**config.mk**
```make
export PLATFORM = sky130hd
export DESIGN_NAME = snake_tick_ctrl
export DESIGN_NICKNAME = d
export VERILOG_FILES = /design/src/rtl/snake_pkg.sv /design/src/rtl/snake_dir_latch.sv /design/src/rtl/snake_tick_ctrl.sv
export SDC_FILE = /design/constraint.sdc
export NUM_CORES = 1
export LEC_CHECK = 0
export CORE_AREA = 2 2 84 86
export DETAILED_ROUTE_END_ITERATION = 8
export DIE_AREA = 0 0 86 88
export RECOVER_POWER = 50
export SLEW_MARGIN = 15
export SYNTH_ARGS = -nofsm -noshare
export SYNTH_HDL_FRONTEND = slang
export SYNTH_SLANG_ARGS = --single-unit
```
**constraint.sdc**
```tcl
create_clock -name Clk -period 4.3 [get_ports Clk]
set_input_delay 0.86 -clock Clk [delete_from_list [all_inputs] [get_ports Clk]]
set_output_delay 0.86 -clock Clk [all_outputs]
set_load 0.01 [all_outputs]
```
**src/rtl/snake_pkg.sv**
```systemverilog
// Shared definitions for the snake tick controller: state codes, direction codes, defaults.
// Latency: n/a (package only).
// Backpressure: n/a (package only).
package snake_pkg;

    localparam int TICK_DIV_DEF   = 50000;
    localparam int TICK_MIN_DEF   = 10000;
    localparam int SPEED_STEP_DEF = 2000;

    typedef enum logic [2:0] {
        ST_IDLE      = 3'd0,
        ST_RUN       = 3'd1,
        ST_WAIT_HEAD = 3'd2,
        ST_ITEM      = 3'd3,
        ST_PAUSED    = 3'd4,
        ST_OVER      = 3'd5
    } state_t;

    typedef enum logic [1:0] {
        DIR_UP    = 2'd0,
        DIR_DOWN  = 2'd1,
        DIR_LEFT  = 2'd2,
        DIR_RIGHT = 2'd3
    } dir_t;

    // Opposite directions share the axis bit (bit1) and differ in bit0.
    function automatic logic is_reverse(input dir_t a, input dir_t b);
        return (a[1] == b[1]) && (a[0] != b[0]);
    endfunction

    function automatic int max_int(input int a, input int b);
        return (a > b) ? a : b;
    endfunction

endpackage

```
**src/rtl/snake_dir_latch.sv**
```systemverilog
// Button priority encoder plus pending-direction register with reversal rejection.
// Latency: pending direction updates on the edge after the press is sampled.
// Backpressure: none; presses while disabled are dropped.
//
// Ports: clk, rst (sync, active-high); push[3:0] active-low buttons;
//        load forces pending to the pressed button (game start, no reversal check);
//        enable allows normal updates; dir_now is the committed direction;
//        press_vld/press_dir expose the encoded press; dir_pend is the pending direction.
module snake_dir_latch
    import snake_pkg::*;
(
    input  logic       clk,
    input  logic       rst,
    input  logic [3:0] push,
    input  logic       load,
    input  logic       enable,
    input  dir_t       dir_now,
    output logic       press_vld,
    output dir_t       press_dir,
    output dir_t       dir_pend
);

    // Lowest button index wins when several are held.
    always_comb begin
        press_vld = ~(&push);
        press_dir = DIR_RIGHT;
        if (!push[0])      press_dir = DIR_UP;
        else if (!push[1]) press_dir = DIR_DOWN;
        else if (!push[2]) press_dir = DIR_LEFT;
        else               press_dir = DIR_RIGHT;
    end

    always_ff @(posedge clk) begin
        if (rst) begin
            dir_pend <= DIR_RIGHT;
        end else if (load && press_vld) begin
            dir_pend <= press_dir;
        end else if (enable && press_vld && !is_reverse(press_dir, dir_now)) begin
            // The winning button is dropped outright if it reverses; lower
            // priority buttons held at the same time do not get a turn.
            dir_pend <= press_dir;
        end
    end

endmodule

```
**src/rtl/snake_tick_ctrl.sv**
```systemverilog
// Snake game sequencer: move tick generation, head/item handshakes, pause, game over.
// Latency: o_Move TICK_DIV cycles after start/resume of a tick; all outputs registered.
// Backpressure: no new o_Move until i_HeadDone; o_ItemReq held until i_ItemAck.
//
// Optional feature macro: SNAKE_SPEEDUP_EN (tick period shrinks by SPEED_STEP per eat,
// floor TICK_MIN, restored on o_Clear). Without it the period is the constant TICK_DIV.
//
// Ports: Clk, Rst (sync, active-high); i_Push[3:0] active-low up/down/left/right;
//        i_Pause level; i_HeadDone pulse qualifying i_Hit/i_Eat; i_ItemAck;
//        o_Move, o_Clear strobes; o_Dir committed direction; o_ItemReq level;
//        o_State FSM code; o_Score items eaten (saturating).
module snake_tick_ctrl
    import snake_pkg::*;
#(
    parameter int TICK_DIV   = TICK_DIV_DEF,
    parameter int TICK_MIN   = TICK_MIN_DEF,
    parameter int SPEED_STEP = SPEED_STEP_DEF
)
(
    input  logic       Clk,
    input  logic       Rst,
    input  logic [3:0] i_Push,
    input  logic       i_Pause,
    input  logic       i_HeadDone,
    input  logic       i_Hit,
    input  logic       i_Eat,
    input  logic       i_ItemAck,
    output logic       o_Move,
    output logic [1:0] o_Dir,
    output logic       o_ItemReq,
    output logic       o_Clear,
    output logic [2:0] o_State,
    output logic [7:0] o_Score
);

    // Wide enough for the period and for the clamp threshold TICK_MIN+SPEED_STEP.
    localparam int CW = $clog2(max_int(TICK_DIV, TICK_MIN + SPEED_STEP) + 1);

    state_t          state;
    dir_t            dir_q;
    logic [CW-1:0]   cnt;
    logic            rel_seen;   // in OVER: all buttons have been seen released

    logic            press_vld;
    dir_t            press_dir;
    dir_t            dir_pend;

`ifdef SNAKE_SPEEDUP_EN
    logic [CW-1:0]   period;
`else
    logic [CW-1:0]   period;
    assign period = CW'(TICK_DIV);
`endif

    assign o_Dir   = dir_q;
    assign o_State = state;

    snake_dir_latch u_dir_latch (
        .clk       (Clk),
        .rst       (Rst),
        .push      (i_Push),
        .load      (state == ST_IDLE),
        .enable    (state != ST_OVER),
        .dir_now   (dir_q),
        .press_vld (press_vld),
        .press_dir (press_dir),
        .dir_pend  (dir_pend)
    );

    always_ff @(posedge Clk) begin
        if (Rst) begin
            state     <= ST_IDLE;
            cnt       <= '0;
            dir_q     <= DIR_RIGHT;
            rel_seen  <= 1'b0;
            o_Move    <= 1'b0;
            o_Clear   <= 1'b0;
            o_ItemReq <= 1'b0;
            o_Score   <= 8'd0;
`ifdef SNAKE_SPEEDUP_EN
            period    <= CW'(TICK_DIV);
`endif
        end else begin
            o_Move  <= 1'b0;
            o_Clear <= 1'b0;

            case (state)
                ST_IDLE: begin
                    if (press_vld) begin
                        state   <= ST_RUN;
                        o_Clear <= 1'b1;
                        o_Score <= 8'd0;
                        dir_q   <= press_dir;
                        cnt     <= '0;
`ifdef SNAKE_SPEEDUP_EN
                        period  <= CW'(TICK_DIV);
`endif
                    end
                end

                ST_RUN: begin
                    if (i_Pause) begin
                        state <= ST_PAUSED;          // counter frozen
                    end else if (cnt == period - CW'(1)) begin
                        cnt    <= '0;
                        o_Move <= 1'b1;
                        dir_q  <= dir_pend;
                        state  <= ST_WAIT_HEAD;
                    end else begin
                        cnt <= cnt + CW'(1);
                    end
                end

                ST_WAIT_HEAD: begin
                    if (i_HeadDone) begin
                        if (i_Hit) begin
                            state    <= ST_OVER;
                            rel_seen <= 1'b0;
                        end else if (i_Eat) begin
                            state     <= ST_ITEM;
                            o_ItemReq <= 1'b1;
                            if (o_Score != 8'hFF) o_Score <= o_Score + 8'd1;
`ifdef SNAKE_SPEEDUP_EN
                            if (period >= CW'(TICK_MIN + SPEED_STEP))
                                period <= period - CW'(SPEED_STEP);
                            else
                                period <= CW'(TICK_MIN);
`endif
                        end else begin
                            state <= i_Pause ? ST_PAUSED : ST_RUN;
                        end
                    end
                end

                ST_ITEM: begin
                    if (i_ItemAck) begin
                        o_ItemReq <= 1'b0;
                        state     <= i_Pause ? ST_PAUSED : ST_RUN;
                    end
                end

                ST_PAUSED: begin
                    if (!i_Pause) state <= ST_RUN;
                end

                ST_OVER: begin
                    // A button still held from play must be released before
                    // a fresh press can leave the game-over screen.
                    if (!rel_seen) begin
                        if (&i_Push) rel_seen <= 1'b1;
                    end else if (press_vld) begin
                        state <= ST_IDLE;
                    end
                end

                default: state <= ST_IDLE;
            endcase
        end
    end

endmodule

```
# Word-level counts from Yosys, hierarchy flattened
# Index checks and enable logic that the tools add are counted.
totals:
  reg_bits: 35
  out_inout_bits: 16
  input_bits: 11
  word_cells: 100
classes:
  reduce_logical: 20
  n_bitwise: 3
  add_sub_neg: 2
  n_eq_ne: 23
  mux: 43
ops:
  columns: ["op", "n"]
  rows:
  - ["$mux 16", 3]
  - ["$mux 8", 5]
  - ["$mux 3", 11]
  - ["$pmux 16 s2", 1]
  - ["$ne 2x2->1 const B", 12]
  - ["$pmux 3 s6", 1]
  - ["$add 16x1->16 const B", 1]
  - ["$eq 16x16->1 const B", 1]
  - ["$pmux 8 s2", 1]
  - ["$mux 2", 7]
  - ["$mux 1", 11]
  - ["$reduce_bool 2->1", 5]
  - ["$add 8x1->8 const B", 1]
  - ["$ne 8x8->1 const B", 1]
  - ["$reduce_and 4->1", 2]
  - ["$reduce_and 7->1", 1]
  - ["$eq 3x2->1 const B", 2]
  - ["$eq 3x3->1 const B", 2]
  - ["$ne 3x3->1 const B", 2]
  - ["$reduce_and 3->1", 2]
  - ["$reduce_and 6->1", 1]
  - ["$reduce_and 5->1", 1]
  - ["$logic_and 1x1->1", 4]
  - ["$pmux 1 s2", 2]
  - ["other kinds (9)", 11]

# Depth between registers and ports, before layout
logic_depth:
  ltp_word: 9
  ltp_mapped: 9
  depth_no_buf: 6

# By module
# A second synthesis with hierarchy kept.
unflattened:
  hier_cells: 265
  hier_area_um2: 2247.2
modules_own_cells:
  columns: ["mod", "n_inst", "cells_each", "area_per_inst_um2", "seq_area_each_um2"]
  rows:
  - ["snake_tick_ctrl", 1, 242, 2072.0, 660.6]
  - ["snake_dir_latch", 1, 23, 175.2, 40.0]

# Least setup slack after synthesis
# Ideal clock, no wire load.
synth_path:
  path_type: "input-to-reg"
  start: "in i_Push[0]"
  end: "reg state[2] (netlist: o_State[2])"
  slack_ns: 2.024
  required_time_ns: 4.229
  setup_time_ns: 0.071
  cell_stages: 6
  path_buffers: 1
  arrival_ns: 2.205
  cell_sequence: "clkbuf_1 and4_1 a311oi_1 o211ai_2 or3_1 a21oi_1"
synth_via:
  elab_chain_cells: 3
  elab_cells_between_ends: 4
  classes_between: "2 x eq/ne; 2 x reduce/logical"
synth_rtl:
  columns: ["item", "line", "text"]
  rows:
  - ["start, declared", "snake_tick_ctrl.sv:22", "input logic [3:0] i_Push,"]
  - ["$reduce_and 4->1 (*)", "snake_dir_latch.sv:25", "press_vld = ~(&push);"]
  - ["$ne 2x2->1 (no line)", null, null]
  - ["$reduce_and 7->1 (no line) (*)", null, null]
  - ["end signal, assigned", "snake_tick_ctrl.sv:130", "state <= i_Pause ? ST_PAUSED : ST_RUN;"]
  - ["end signal, assigned", "snake_tick_ctrl.sv:138", "state <= i_Pause ? ST_PAUSED : ST_RUN;"]
  - ["end, declared", "snake_tick_ctrl.sv:39", "state_t state;"]
# Mark *: on every way between the ends. The rest lies on a longest branch, timed or not.
# A chain may end at the register's enable or synchronous reset.

# Worst setup path in the final report
layout_path:
  start: "reg state[0] (netlist: o_State[0])"
  end: "reg cnt[9]"
layout_via:
  elab_chain_cells: 3
  elab_cells_between_ends: 7
  classes_between: "3 x eq/ne; 1 x mux; 3 x reduce/logical"
layout_rtl:
  columns: ["item", "line", "text"]
  rows:
  - ["$eq 3x1->1 or $logic_not 3->1 (tied branches)", "snake_tick_ctrl.sv:87", "case (state)"]
  - ["$ne 2x2->1 (no line) or $reduce_bool 2->1 (tied branches)", null, null]
  - ["$reduce_and 3->1 (no line)", null, null]
  - ["end signal, assigned", "snake_tick_ctrl.sv:110", "cnt <= cnt + CW'(1);"]
  - ["end, declared", "snake_tick_ctrl.sv:41", "logic [CW-1:0] cnt;"]
# Parallel ways exist; a longest one is shown, timed or not.

==> impl_results.rst <==
.. list-table::
   :header-rows: 1

   * - Metric
     - Value
   * - Status
     - finished clean
   * - Number of design-rule violations left by the first detailed-router iteration
     - 95
   * - H-tree depth reported by CTS
     - 2
   * - EDFF count, synth
     - 0
   * - Post-layout nets
     - approximately 280
   * - Sum of negative setup slack
     - 0 ps
   * - Startpoint of the lowest-slack hold path
     - cnt[7]
   * - Final Worst Setup Slack
     - around 1400 ps
   * - Half-perimeter wire length after detailed placement
     - around 3400 um
   * - Number of buffers on the longest clock path
     - 2
   * - Post-synthesis instance area
     - approximately 2000 um2
   * - Row count
     - 30
   * - Die width
     - 86 um
   * - Pre-CTS worst setup slack
     - about 1500 ps
   * - Maximum fanout count along the critical path
     - 20
   * - Total wire length
     - approximately 4700 um
   * - Drt wl/cell
     - between 10 and 15 um
   * - Total power divided by cell area
     - 330 nW/um2
   * - Insertion delay of the later-clocked pin in the worst-skew pair
     - around 300 ps
   * - Worst Setup Path Type
     - reg -> reg
   * - Root buffer cell
     - clkbuf_8
   * - Final-report hold violation count
     - 0
   * - Gate count of the mapped netlist
     - 239
   * - FFs w/ async S/R, synth
     - 0%
   * - Synth cell count leaders
     - dfxtp_1, nor2_1, a21oi_1, nand2_1, nand3_1
   * - Final critical path time including I/O delays and setup
     - about 2900 ps
   * - Cell area reported after detailed placement
     - 2260 um2
   * - Setup repair after global routing missed its margin
     - false
   * - Last weighted congestion value of the routability-driven placer
     - 0.804
   * - Area of the core
     - around 6600 um2
   * - Detailed-route vias per instance
     - approximately 5.3
   * - Mean instance size in the synthesized netlist
     - between 8 and 9 um2
   * - Via count of the first global-routing pass
     - ~1600
   * - Cell with the most instances after synthesis
     - dfxtp_1
   * - Number of sinks handled by clock tree synthesis
     - 35
   * - Unique masters post-synth
     - 52
   * - Pin count of the biggest net entering global routing
     - 22
   * - Synth warnings
     - 0
   * - Max rail drop VDD
     - between 0.15 and 0.2 mV
   * - Worst min-delay path class
     - reg -> reg
   * - Top cell type by total area after synthesis
     - dfxtp_1
   * - Number of antenna violations at the first check in global routing
     - 0
   * - Worst slew margin
     - between 50% and 60%
   * - Count of buffers from port buffering
     - 26
   * - Full die area
     - around 7600 um2
   * - Highest clock frequency the design can meet
     - approximately 340 MHz
   * - Hold buffer count at CTS
     - 0
   * - I/O pin count
     - 27
   * - Wire length of the first global-routing pass
     - ~8000 um
   * - Maximum capacitance violations
     - 0
   * - Crit path DAT
     - roughly 3100 ps
   * - Finish-stage setup viols
     - 0
   * - Post CTS Setup Buffer Count
     - 0
   * - Routed vias
     - 1809
   * - Syn Nets
     - 252
   * - Number of clock buffers inserted by TritonCTS
     - 5
   * - Setup Skew
     - approximately 9.8 ps
   * - Top FF cell, synth
     - dfxtp_1
   * - Layout Area Growth over Synthesis
     - 18.7%
   * - Post-route DRC violation count
     - 0
   * - Timing startpoint of the critical path
     - o_State[0]
   * - Fill count
     - between 600 and 700
   * - Synth top area share
     - between 30% and 40%
   * - Req. time, crit path
     - about 4500 ps
   * - Sort of element at the end of the critical path
     - register
   * - Height of the die
     - 88 um
   * - Origin of the critical flop-to-flop path
     - o_State[0]
   * - Period Utilization, post-route
     - just under 70%
   * - Number of placed cells counting well taps
     - approximately 340
   * - Summed area of non-filler cells in the final layout
     - 2320 um2
   * - Ratio of cells with drive above 1 in the final layout
     - 3.80%
   * - Flip-flop and latch area
     - 701 um2
   * - GRT Resource Usage Total
     - 13.1%
   * - Number of iterations in the first detailed-routing pass
     - 4
   * - Leakage power
     - between 0.8 and 0.9 nW
   * - Sum of internal, switching and leakage power
     - ~0.77 mW
   * - Pins over their slew limit
     - 0
   * - Detail Route Antenna Nets
     - 0
   * - Startpoint type of the worst setup path
     - register
   * - Share of synthesized area occupied by flip-flops and latches
     - between 30% and 40%
   * - Global route total overflow
     - 0
   * - CTS clock-pin slew for the worst setup and hold paths
     - 80 ps
   * - Cell types with the largest area share after synthesis
     - dfxtp_1, nor2_1, a21oi_1
   * - Slew at the pin closest to its max-slew limit
     - roughly 650 ps
   * - Total of flip-flops plus latches after synthesis
     - 35
   * - TritonCTS clock tree
     - built
   * - Post-CTS sizing
     - 0
   * - Antenna Cells
     - 0
   * - Initial core utilization
     - 29.5%
   * - Area used by multi-input combinational logic
     - between 1000 and 1500 um2
   * - Finished Layout Cells
     - between 300 and 400
[layout make-up]
cell class | count | share of cell area (%)
multi-input combinational | 188 | 49.7
clock buffer | 7 | 3.28
clock inverter | 1 | 0.215
tap | 80 | 4.31
inverter | 5 | 0.808
timing repair buffer | 27 | 11.5
sequential | 35 | 30.2
[routing by layer]
metal	routed length, um	part of all wire (%)	vias up	global-route usage (%)
met5	0	0	-	0
met4	81	1.7	0	5.34
met3	162	3.4	6	3.02
met2	2100	44	32	19.8
met1	2380	50	846	18.0
li1	-	-	925	-
[registers in the layout, indices dropped and copies added, names as in the netlist]
| register | count |
|---|---|
| u_dir_latch.dir_pend | 2 |
| cnt | 16 |
| o_State | 3 |
| o_Clear | 1 |
| o_Score | 8 |
| o_Move | 1 |
| o_ItemReq | 1 |
| o_Dir | 2 |
| rel_seen | 1 |
[worst max-delay path, stage by stage (launching register included)]
cell	delay (ps)
dfxtp_1	740
or3b_1	580
or2_0	370
o21ai_0	500
or2b_1	490
nor2_1	100
[path summary, 6_finish.rpt]
kind / to / slack (ps) / depth (start not counted)
setup / recovery: cnt[9] / 1380 / 5
hold / removal: cnt[7] / 510 / 2
setup reg to reg: cnt[9] / 1380 / 5
hold reg to reg: cnt[7] / 510 / 2
[where the power goes]
group          internal [mW]  leakage [nW]  switching (mW)  total (mW)
clock                  0.114        0.0422           0.121       0.234
sequential             0.339         0.284          0.0279       0.367
combinational         0.0707         0.483          0.0948       0.165
total                  0.524         0.809           0.243       0.767
[per-stage QoR]
step	hold WS (ps)	util, %
floorplan	458	-
global placement	486	34.0
detailed placement	503	34.0
CTS	513	35.3
global route	544	35.0
finish	513	35.0
[kinds of logic after synthesis]
kind of cell / Yosys count / share of synthesized area [%]
buf+inv: 16 / 4.22
simple gates: 115 / 32.6
mux: 5 / 2.56
fa+ha+maj: 2 / 1.28
flops: 35 / 35.8
xor+xnor: 12 / 5.37
compound gates: 54 / 18.2
[cells in the final DEF, fill, tap and decap left out, types with 2 or more instances in the layout]
master and n:
ha_1 2, and3_1 6, xor2_1 2, or3_1 3, a31oi_1 3, o31ai_1 3
nor2_1 34, a22oi_1 2, nor2b_1 6, clkbuf_8 5, nand2b_1 2, dlygate4sd3_1 15
and4_1 4, o211ai_1 2, xnor2_1 10, nor4b_1 4, o21ai_1 2, o21ai_0 10
nor4bb_1 5, clkdlybuf4s50_1 11, a311oi_1 4, inv_1 5, clkbuf_1 2, nor3_1 10
a21oi_1 18, nand4_1 7, o21bai_1 2, nand2_1 12, a211oi_1 2, mux2i_1 5
nand3_1 11, dfxtp_1 35
Note: power is estimated with default switching activity, not from simulation.
